$ cat src/rtl/bch_chieny_search_par.sv
// Parallel Chien search: evaluates the error locator at P codeword positions per clock.
// Define BCH_CHIEN_DEG_CHECK_EN to also flag frames whose root count differs from the locator degree.

module bch_chieny_lane #(
  parameter int         M         = 7,
  parameter int         T         = 10,
  parameter int         LANE      = 0,
  parameter logic [M:0] PRIM_POLY = 'h89
) (
  input  logic [T:0][M-1:0] r,
  output logic              zero
);
  localparam int Q = (1 << M) - 1;

  function automatic logic [M-1:0] xtime(input logic [M-1:0] a);
    return {a[M-2:0], 1'b0} ^ (a[M-1] ? PRIM_POLY[M-1:0] : '0);
  endfunction

  // Constant multiply by alpha^e: e is elaboration-constant at every call site.
  function automatic logic [M-1:0] cmul(input logic [M-1:0] a, input int e);
    logic [M-1:0] x;
    x = a;
    for (int i = 0; i < e % Q; i++) x = xtime(x);
    return x;
  endfunction

  logic [M-1:0] sum;

  always_comb begin
    sum = '0;
    for (int l = 0; l <= T; l++) sum ^= cmul(r[l], l * LANE);
  end

  assign zero = (sum == '0);
endmodule

module bch_chieny_search_par #(
  parameter int         M         = 7,
  parameter int         N         = 127,
  parameter int         T         = 10,
  parameter int         P         = 4,
  parameter logic [M:0] PRIM_POLY = 'h89
) (
  input  logic                iclk,
  input  logic                ireset,
  input  logic                iclkena,
  input  logic                iloc_poly_val,
  input  logic [T:0][M-1:0]   iloc_poly,
  input  logic [M-1:0]        iloc_poly_deg,
  input  logic                iloc_decfail,
  output logic                obusy,
  output logic                osop,
  output logic                oval,
  output logic                oeop,
  output logic [P-1:0]        oerr,
  output logic                odone,
  output logic [M-1:0]        oerr_cnt,
  output logic                odecfail
);
  localparam int Q  = (1 << M) - 1;
  localparam int S  = Q - N;
  localparam int K  = (N + P - 1) / P;
  localparam int BW = (K > 1) ? $clog2(K) : 1;

  typedef enum logic [1:0] {IDLE, RUN, DONE} state_t;
  state_t state, state_nxt;

  function automatic logic [M-1:0] xtime(input logic [M-1:0] a);
    return {a[M-2:0], 1'b0} ^ (a[M-1] ? PRIM_POLY[M-1:0] : '0);
  endfunction

  function automatic logic [M-1:0] cmul(input logic [M-1:0] a, input int e);
    logic [M-1:0] x;
    x = a;
    for (int i = 0; i < e % Q; i++) x = xtime(x);
    return x;
  endfunction

  logic [T:0][M-1:0] r, r_init, r_step;
  logic [BW-1:0]     beat;
  logic              last, accept, dec_r, fail_nxt;
  logic [P-1:0]      zero, hit;
  logic [M+4:0]      cnt_sum;

  assign last   = (beat == BW'(K - 1));
  // odone cycle still counts as busy so the next accept lands no earlier than K+3
  assign obusy  = (state != IDLE) || odone;
  assign accept = (state == IDLE) && iloc_poly_val && !odone;

  // r_l starts at lambda_l*alpha^(l(1+S)) so lane p of beat k tests alpha^(kP+p+1+S)
  for (genvar l = 0; l <= T; l++) begin : g_coef
    assign r_init[l] = cmul(iloc_poly[l], l * (1 + S));
    assign r_step[l] = cmul(r[l], l * P);
  end

  for (genvar p = 0; p < P; p++) begin : g_lane
    localparam bit PAD = ((K - 1) * P + p) >= N;
    bch_chieny_lane #(.M(M), .T(T), .LANE(p), .PRIM_POLY(PRIM_POLY)) u_lane (
      .r    (r),
      .zero (zero[p])
    );
    assign hit[p] = zero[p] && !(PAD && last);
  end

  always_comb begin
    state_nxt = state;
    case (state)
      IDLE:    if (accept) state_nxt = RUN;
      RUN:     if (last) state_nxt = DONE;
      DONE:    state_nxt = IDLE;
      default: state_nxt = IDLE;
    endcase
  end

  assign cnt_sum = ((beat == '0) ? '0 : (M+5)'(oerr_cnt)) + (M+5)'($countones(hit));

`ifdef BCH_CHIEN_DEG_CHECK_EN
  logic [M-1:0] deg_r;
  always_ff @(posedge iclk) begin
    if (ireset)                deg_r <= '0;
    else if (iclkena && accept) deg_r <= iloc_poly_deg;
  end
  assign fail_nxt = dec_r || (oerr_cnt != deg_r);
`else
  logic deg_unused;
  assign deg_unused = ^iloc_poly_deg;
  assign fail_nxt   = dec_r;
`endif

  always_ff @(posedge iclk) begin
    if (ireset) begin
      state    <= IDLE;
      beat     <= '0;
      r        <= '0;
      dec_r    <= 1'b0;
      osop     <= 1'b0;
      oval     <= 1'b0;
      oeop     <= 1'b0;
      oerr     <= '0;
      odone    <= 1'b0;
      oerr_cnt <= '0;
      odecfail <= 1'b0;
    end else if (iclkena) begin
      state <= state_nxt;
      osop  <= (state == RUN) && (beat == '0);
      oval  <= (state == RUN);
      oeop  <= (state == RUN) && last;
      oerr  <= (state == RUN) ? hit : '0;
      odone <= (state == DONE);
      if (accept) begin
        r     <= r_init;
        beat  <= '0;
        dec_r <= iloc_decfail;
      end else if (state == RUN) begin
        r    <= r_step;
        beat <= beat + 1'b1;
      end
      // count restarts on beat 0, so the previous frame's total holds until osop
      if (state == RUN)
        oerr_cnt <= (cnt_sum > (M+5)'(Q)) ? M'(Q) : cnt_sum[M-1:0];
      if (state == DONE)
        odecfail <= fail_nxt;
    end
  end
endmodule
$ cat config.mk
export PLATFORM = sky130hd
export DESIGN_NAME = bch_chieny_search_par
export DESIGN_NICKNAME = d
export VERILOG_FILES = /design/src/rtl/bch_chieny_search_par.sv
export SDC_FILE = /design/constraint.sdc
export NUM_CORES = 1
export LEC_CHECK = 0
export BUFFER_PORTS_ARGS = -buffer_cell sky130_fd_sc_hd__clkbuf_2
export CAP_MARGIN = 20
export CORE_ASPECT_RATIO = 1.5
export CORE_MARGIN = 2
export CORE_UTILIZATION = 60
export DETAILED_ROUTE_END_ITERATION = 6
export PLACE_DENSITY_LB_ADDON = 0.25
export SLEW_MARGIN = 20
export SYNTH_ARGS = -nofsm -noshare
export SYNTH_HDL_FRONTEND = slang
export SYNTH_SLANG_ARGS = --single-unit
$ cat constraint.sdc
create_clock -name iclk -period 6.8 [get_ports iclk]
set_input_delay 1.7 -clock iclk [delete_from_list [all_inputs] [get_ports iclk]]
set_output_delay 1.7 -clock iclk [all_outputs]
set_load 0.1 [all_outputs]
# Yosys cells after proc, flatten, opt, wreduce, memory -nomap -nowiden
# Index checks and enable logic that the tools add are counted.
# word_totals
regBits	101
inputBits	89
out_inout_bits	17
word_cells	653
# classes
addsub	5
order_cmp	1
n_eq_ne	5
muxes	285
bitwise_logic	315
reduce_logical	21
# ops
op	n
XOR 7 bit	158
2-to-1 mux 4 bit	276
XOR 7 x 4 -> 7 bit	157
2-to-1 mux 77 bit	2
zero test 7 bit	4
2-to-1 mux 7 bit	2
2-to-1 mux 5 bit	2
adder 7 x 3 -> 8 bit	1
> comparator 8 x 7 -> 1 bit, second input constant	1
AND reduction 2 bit	4
adder 5 x 1 -> 5 bit, second input constant	1
== test 5 bit, second input constant	1
logical AND 1 bit	5
zero test 5 bit	1
adder 1 x 1 -> 2 bit	2
2-to-1 mux 2 bit	2
!= test 2 bit, second input constant	2
case mux 2 bit (2 select lines)	1
nonzero test 2 bit	2
adder 2 x 2 -> 3 bit	1
AND reduction 3 bit	1
== test 2 x 1 -> 1 bit, second input constant	1
== test 2 bit, second input constant	1
zero test 1 bit	2
2 further kinds	2

# Depth between registers and ports, before layout
# Gate-level depths: netlist of run 1.
# depth
ltp_word	82
mapped_depth	17
mapped_depth_nobuf	16

# Hierarchy
# Synthesis of run 1 repeated with hierarchy kept, for this count alone.
# hier_totals
cells_unflattened	1103
area_unflattened_um2	9878.2
# modules_own_cells
module	n_inst	cells_each	area_each_um2	seq_area_each_um2
bch_chieny_search_par	1	732	6103.4	2021.9
bch_chieny_lane (g_lane[3].u_lane)	1	129	1353.8	0.0
bch_chieny_lane (g_lane[2].u_lane)	1	98	1009.7	0.0
bch_chieny_lane (g_lane[1].u_lane)	1	76	758.2	0.0
bch_chieny_lane (g_lane[0].u_lane)	1	68	653.1	0.0

# Least setup slack after synthesis of run 1
# OpenSTA, ideal clock, no wires.
# synth_path
kind	register to register
from	reg r[59] in the netlist's numbering
to	reg oerr_cnt[2]
setup_time_ps	95
arrival_time_ps	4973
required_time_ps	6705
slack_ps	1732
path_stages_with_launch	18
path_buffers	1
period_less_slack_ps	5068
cell_sequence	dfxtp_1 clkbuf_1 xnor3_1 xnor3_1 xnor3_1 xnor3_1 or4_1 nor4_2 nand2_1 fa_1 fa_1 inv_1 a21o_1 nand3_1 nor2_1 a31o_2 o21ai_0 a221oi_1
# synth_between
elab_chain_cells	40
word_cells_on_any_way	59
cone_classes	add/sub: 4; order compare: 1; mux: 13; bitwise: 36; reduce/logical: 5
# synth_lines
item	line	source
from (decl)	79	logic [T:0][M-1:0] r, r_init, r_step;
from (signal assigned)	151	r <= r_init;
from (signal assigned)	155	r <= r_step;
XOR 7 bit (3 in a row)	16	return {a[M-2:0], 1'b0} ^ (a[M-1] ? PRIM_POLY[M-1:0] : '0);
2-to-1 mux 4 bit	16	
XOR 7 bit	16	
XOR 7 x 4 -> 7 bit	16	
XOR 7 bit (2 in a row)	16	
2-to-1 mux 4 bit	16	
XOR 7 bit (4 in a row)	16	
2-to-1 mux 4 bit	16	
[... 16 more ...]	n/a	
XOR 7 bit (3 in a row)	31	for (int l = 0; l <= T; l++) sum ^= cmul(r[l], l * LANE);
zero test 7 bit	34	assign zero = (sum == '0);
logical AND 1 bit	102	assign hit[p] = zero[p] && !(PAD && last);
adder 1 x 1 -> 2 bit (implied by the code)	115	assign cnt_sum = ((beat == '0) ? '0 : (M+5)'(oerr_cnt)) + (M+5)'($countones(hit));
adder 2 x 2 -> 3 bit (implied by the code) (*)	115	
adder 7 x 3 -> 8 bit (*)	115	
> comparator 8 x 7 -> 1 bit	160	oerr_cnt <= (cnt_sum > (M+5)'(Q)) ? M'(Q) : cnt_sum[M-1:0];
2-to-1 mux 7 bit (*)	160	
to (signal assigned)	160	
to (decl)	57	output logic [M-1:0] oerr_cnt,
# Every way passes the cells marked *; elsewhere a longest branch is shown, timed or not.
# A chain may end at the register's enable or synchronous reset.

# Worst setup path in the final report of run 1
# Same ends and word-level chain as after synthesis.

==> results.cfg, run 1 <==
[run_status]
status = finished, final reports clean

[final_layout]
final_util_pct = 66.3
drive_gt1_share_pct = 12.8
fillCellCount = 1337
multi_input_area_um2 = 7060
seq_area_um2 = 2020
syn2layout_area_growth_pct = 8.44
n_antenna_cell = 0
layout.nets = 1192

[synth]
synth-seq-cells = 101
avgSynthCellArea_um2 = 8.82
synth_fp_nets = 1174
yosys.area.top_type = xnor2_1
yosysTopAreaCellShare_pct = 22.6
yosys_warnings = 0
synth_cell_types = 50
seq_area_frac_synth_pct = 21.3
syn_area_um2 = 9510
synthCells = 1078
yosys-top-cells-area = xnor2_1, dfxtp_1, xnor3_1

[die]
fp.coreArea_um2 = 15600
ios = 106
die_w_um = 107
die_h_um = 158
start_util_pct = 61.1
die_area_um2 = 16900
rows = 56

[place]
port_buffers = 98
dp_hpwl_um = 21100
place_congestion = 0.985

[route]
drc_errors = 0
routedWlPerCell_um = 21.2
wirelength_um = 27600
drtIter0Drc = 495
vias_per_cell = 5.79
num_vias = 7547
dr.pass1.iters = 5
antenna_left = 0

[worst_hold_path]
min_from = dec_r$_SDFFE_PP0P_
min_to = dec_r$_SDFFE_PP0P_
hold_path_class = reg2reg
hold_depth = 2

[global_routing]
grt_pass1_wl_um = 42100
grt_pass1_vias = 7377
grt_max_degree = 103
grt_usage_pct = 33.7
antenna_found_initial = 0
grt-ovfl-total = 0

[setup_path]
worstRegToRegCells = 16
regToRegEndpoint = oerr_cnt[2]$_SDFFE_PP0P_
crit_fanout = 10
path_class = reg2reg
worstPathRequired_ns = 7.07
reg2reg_from = r[59]$_SDFFE_PP0P_
start_kind = flop
r2r_slack_ns = 1.24
cp.arrival_ns = 5.82
critPathCaptureType = flop

[power_and_ir_drop]
ir_worst_vdd_v = 0.000205
p_leak_nw = 4.32
cellPowerDensity_nw_per_um2 = 346

[timing]
relSlewSlack_pct = 39.6
clock_skew_ns = 0.00998
min_period_ns = 5.56
finalMaxSlewViolations = 0
timing.setup.tns_ns = 0
finalSetupViolCount = 0
worst_pin_slew_ns = 0.906
rsz0062_at_grt = no
period_share_pct = 81.7
hold_viol = 0
max_freq_ghz = 0.180

[clock_tree]
cts_tree = yes
insertion_delay_ns = 0.36
cts_resized = 0
clk_pin_slew_worst_paths_ns = 0.08
clock-root-buffer = clkbuf_16
cts_inserted_buffers = 9
hold_buffers = 0
cts.htree.levels = 3
postCtsSetupBuffers = 0
cts_buffer_depth = 2
clock-sinks = 101

[run]
cap_violations = 0
[flip-flops by register name, indices dropped and copies added, names as in the netlist]
register,count
odone,1
oerr,4
oerr_cnt,7
oeop,1
dec_r,1
r,77
oval,1
beat,5
odecfail,1
osop,1
state,2
[cells by family after synthesis]
logic type / synth area share [%]
AOI/OAI and AO/OA: 10.3
xor gates and xnor gates: 50.3
adders and majority gates: 1.16
buffers and inverters: 4.63
DFF: 21.3
muxes: 0.211
and+or+nand+nor: 12.1
[layer usage]
metal  vias to the layer above  GRT usage, %  wire length [um]
met4                         0          20.2              1810
li1                       3574             -                 -
met5                         -             0                 0
met1                      3614          38.1             10300
met3                        82          4.49              1450
met2                       277          59.9             14000
[cell type report]
| class | instances | share of cell area [%] |
|---|---|---|
| Inverter | 9 | 0.328 |
| Clock inverter | 6 | 0.789 |
| Sequential cell | 101 | 19.6 |
| Timing Repair Buffer | 110 | 5.97 |
| Tap cell | 203 | 2.46 |
| Multi-Input combinational cell | 865 | 68.5 |
| Clock buffer | 10 | 2.32 |
[critical path, cell delays in order, from the launching register on]
cell and delay, ns:
dfxtp_1 0.81, xnor3_1 0.44, xnor3_1 0.40, xnor3_1 0.39, xnor3_1 0.37, or4_1 0.42
nor4_2 0.38, nand2_1 0.14, fa_1 0.51, fa_1 0.39, inv_1 0.11, a21o_1 0.15
nand3_1 0.14, nor2_1 0.26, a31o_2 0.23, o21ai_0 0.08, a221oi_1 0.24
[cell usage after synthesis, drive strengths merged]
cell type and n:
a211oi 24, a21o 1, a21oi 69, a221oi 1, a22oi 3, a311oi 7
a31o 2, a31oi 3, a41oi 2, and2 3, and3 1, and4 1
buf 18, clkbuf 85, dfxtp 101, fa 3, ha 4, inv 9
mux2i 2, nand2 115, nand2b 2, nand3 6, nand3b 4, nand4 5
nor2 90, nor2b 2, nor3 34, nor3b 2, nor4 3, o211ai 27
o21a 2, o21ai 13, o22ai 1, o31ai 1, or2 1, or4 1
or4b 1, xnor2 248, xnor3 60, xor2 111, xor3 10
[worst max path at each step]
stage	start	end	cells past startpoint
2_1_floorplan	r[59]$_SDFFE_PP0P_	oerr_cnt[2]$_SDFFE_PP0P_	17
3_3_place_gp	r[59]$_SDFFE_PP0P_	oerr_cnt[2]$_SDFFE_PP0P_	16
4_1_cts	r[59]$_SDFFE_PP0P_	oerr_cnt[2]$_SDFFE_PP0P_	16
5_1_grt	r[59]$_SDFFE_PP0P_	oerr_cnt[2]$_SDFFE_PP0P_	16
3_5_place_dp	r[59]$_SDFFE_PP0P_	oerr_cnt[2]$_SDFFE_PP0P_	16
6_report	r[59]$_SDFFE_PP0P_	oerr_cnt[2]$_SDFFE_PP0P_	16
[per-stage QoR]
| stage | instances | hold WS (ns) | worst slack [ns] | area [um2] | total power [W] |
|---|---|---|---|---|---|
| finish | 1304 | 0.463 | 1.24 | 10300 | 0.00357 |
| global route | 1304 | 0.503 | 0.904 | 10300 | 0.00373 |
| global placement | 1287 | 0.443 | 1.40 | 9950 | 0.00296 |
| CTS | 1303 | 0.471 | 1.30 | 10300 | 0.00355 |
| floorplan | 1078 | 0.436 | 1.73 | 9510 | 0.00255 |
| detailed placement | 1287 | 0.460 | 1.33 | 9950 | 0.00298 |
[where the power goes]
part / switching [W] / leakage (nW) / internal, W / total [W]
Clock: 0.000257 / 0.156 / 0.000302 / 0.000559
Combinational: 0.00101 / 3.34 / 0.00123 / 0.00225
Sequential: 0.000126 / 0.825 / 0.000635 / 0.000762
Total: 0.00140 / 4.32 / 0.00217 / 0.00357
[layout by cell type (no fill, tap or decap), types with 4 or more instances in the layout]
master / count
a21oi_1: 69
clkbuf_2: 97
xnor3_1: 58
nor2_1: 89
xor3_1: 9
a311oi_1: 7
buf_4: 11
nand3b_1: 4
nand2_1: 113
dfxtp_1: 101
ha_1: 4
nor3_1: 34
a211oi_1: 24
inv_1: 9
o211ai_1: 27
nand3_1: 6
clkbuf_16: 9
o21ai_0: 13
xor2_1: 110
xnor2_1: 245
nand4_1: 5
(Power assumes the default switching activity.)
==> run 2: changes to the inputs <==
Clock period 6.8 ns to 5.7 ns, I/O delays scaled along.
==> run 2 against run 1 <==
Against the previous run: flip-flop and latch count did not move; critical path depth did not move; clock power rose by 9.7%; maximum frequency rose by 3.5%; die area did not move; worst hold slack got worse by 0.0078 ns; sequential share of layout area fell by 0.41 points; design area rose by 2.1%; total power rose by 20%; largest cell class unchanged.
==> results.cfg, run 2 (synthesis gave the netlist of run 1 again) <==
[setup_path]
start_kind = flop
regToRegEndpoint = oerr_cnt[2]$_SDFFE_PP0P_
r2r_slack_ns = 0.33
worstPathRequired_ns = 5.96
critPathCaptureType = flop
path_class = reg2reg
crit_fanout = 6
reg2reg_from = r[17]$_SDFFE_PP0P_
worstRegToRegCells = 16
cp.arrival_ns = 5.63

[final_layout]
drive_gt1_share_pct = 15.6
final_cell_mix = xnor2_1, nand2_1, xor2_1, dfxtp_1, clkbuf_2
largest_reg_flops = 77
fillCellCount = 1367
regMostFlops = r
final_common_cell = xnor2_1
instances_no_fill = 1341
reg.largest.list = r (77), oerr_cnt (7), beat (5)
syn2layout_area_growth_pct = 10.7
layout.nets = 1229
n_antenna_cell = 0

[global_routing]
grt_max_degree = 92
grt-ovfl-total = 0
grt_pass1_vias = 7679
grt_usage_pct = 35.1
antenna_found_initial = 0
grt_pass1_wl_um = 43500

[timing]
clock_skew_ns = 0.0116
finalSetupViolCount = 0
timing.setup.tns_ns = 0
relSlewSlack_pct = 33.1
period_share_pct = 94.2
finalMaxSlewViolations = 0
rsz0062_at_grt = no
worst_pin_slew_ns = 1.00
max_freq_ghz = 0.186
min_period_ns = 5.37
hold_viol = 0

[route]
wirelength_um = 28500
drc_errors = 0
drtIter0Drc = 563
routedWlPerCell_um = 21.3
antenna_left = 0
num_vias = 7721
dr.pass1.iters = 5
vias_per_cell = 5.76

[die]
rows = 56
die_h_um = 158
ios = 106
die_area_um2 = 16900
die_w_um = 107
start_util_pct = 61.1
fp.coreArea_um2 = 15600

[clock_tree]
cts_inserted_buffers = 9
hold_buffers = 0
cts_tree = yes
clock-sinks = 101
cts.htree.levels = 3
postCtsSetupBuffers = 0
clock-root-buffer = clkbuf_16
cts_buffer_depth = 2
clk_pin_slew_worst_paths_ns = 0.08
insertion_delay_ns = 0.36
cts_resized = 0

[place]
place_congestion = 1.06
place_inst = 1325
port_buffers = 98
dp_hpwl_um = 22400

[power_and_ir_drop]
p_leak_nw = 4.49
p_sw_w = 0.00169
ir_worst_vdd_v = 0.000211
combPwrFrac_pct = 65.6
clockPowerShare_pct = 14.3
cellPowerDensity_nw_per_um2 = 406
power_frac_seq_pct = 20.1
p_sw_share_pct = 39.6
internal-power_w = 0.00258

[worst_hold_path]
hold_path_class = reg2reg
hold_depth = 2
min_to = dec_r$_SDFFE_PP0P_
min_from = dec_r$_SDFFE_PP0P_

[run_status]
status = finished, final reports clean

[run]
cap_violations = 0
## run 2: cell count changes in the layout (fill, tap and decap cells not counted)
cell,change
clkinv_4,-2
buf_12,-1
bufinv_16,-1
clkinvlp_4,+1
buf_16,-1
buf_4,+39
clkinv_2,+1
inv_6,+1
## run 2: critical path, stage by stage (launching register included)
cell,delay [ns]
dfxtp_1,0.49
xor2_1,0.38
xnor3_1,0.47
xnor3_1,0.42
xnor3_1,0.35
or4_1,0.54
nor4_2,0.38
nand2_1,0.13
fa_1,0.51
fa_1,0.39
inv_1,0.11
a21o_1,0.14
nand3_1,0.13
nor2_1,0.25
a31o_2,0.23
o21ai_0,0.09
a221oi_1,0.25
## run 2: stage by stage
stage | utilization [%] | setup slack, ns | hold slack, ns | total power (W) | area (um2)
final | 67.7 | 0.330 | 0.455 | 0.00427 | 10500
after global routing | 67.7 | 0.101 | 0.488 | 0.00445 | 10500
after CTS | 67.6 | 0.364 | 0.462 | 0.00425 | 10500
after detailed placement | 65.7 | 0.386 | 0.451 | 0.00362 | 10200
after global placement | 65.7 | 0.516 | 0.444 | 0.00359 | 10200
after floorplan | - | 0.632 | 0.436 | 0.00304 | 9510
## run 2: layer usage
| metal | vias to the layer above | share of wire [%] | track usage (%) |
|---|---|---|---|
| li1 | 3652 | - | - |
| met1 | 3655 | 37 | 39.3 |
| met2 | 312 | 50 | 62.4 |
| met3 | 102 | 5.1 | 3.50 |
| met4 | 0 | 7.7 | 24.4 |
| met5 | - | 0 | 0 |
## run 2: worst max-delay path by stage
stage | start | endpoint | cells after the start
floorplan | r[59]$_SDFFE_PP0P_ | oerr_cnt[2]$_SDFFE_PP0P_ | 17
global placement | r[17]$_SDFFE_PP0P_ | oerr_cnt[2]$_SDFFE_PP0P_ | 16
detailed placement | r[17]$_SDFFE_PP0P_ | oerr_cnt[2]$_SDFFE_PP0P_ | 16
CTS | r[17]$_SDFFE_PP0P_ | oerr_cnt[2]$_SDFFE_PP0P_ | 16
global route | r[17]$_SDFFE_PP0P_ | oerr_cnt[2]$_SDFFE_PP0P_ | 16
finish | r[17]$_SDFFE_PP0P_ | oerr_cnt[2]$_SDFFE_PP0P_ | 16
## run 2: area by class of cell
| class | count | area [um2] | share of cell area (%) |
|---|---|---|---|
| inverter | 9 | 33.8 | 0.321 |
| sequential | 101 | 2020 | 19.2 |
| clock inverter | 6 | 55.1 | 0.523 |
| tap | 203 | 254 | 2.41 |
| multi-input combinational | 865 | 7060 | 67.1 |
| timing repair buffer | 147 | 861 | 8.18 |
| clock buffer | 10 | 239 | 2.27 |
## run 2: power by group through the flow
stage	sequential (W)	combinational [W]	clock, W
final	0.000859	0.00280	0.000613
after global routing	0.000864	0.00294	0.000645
after CTS	0.000856	0.00277	0.000620
after detailed placement	0.000872	0.00275	0
after global placement	0.000871	0.00272	0
after floorplan	0.000810	0.00223	0
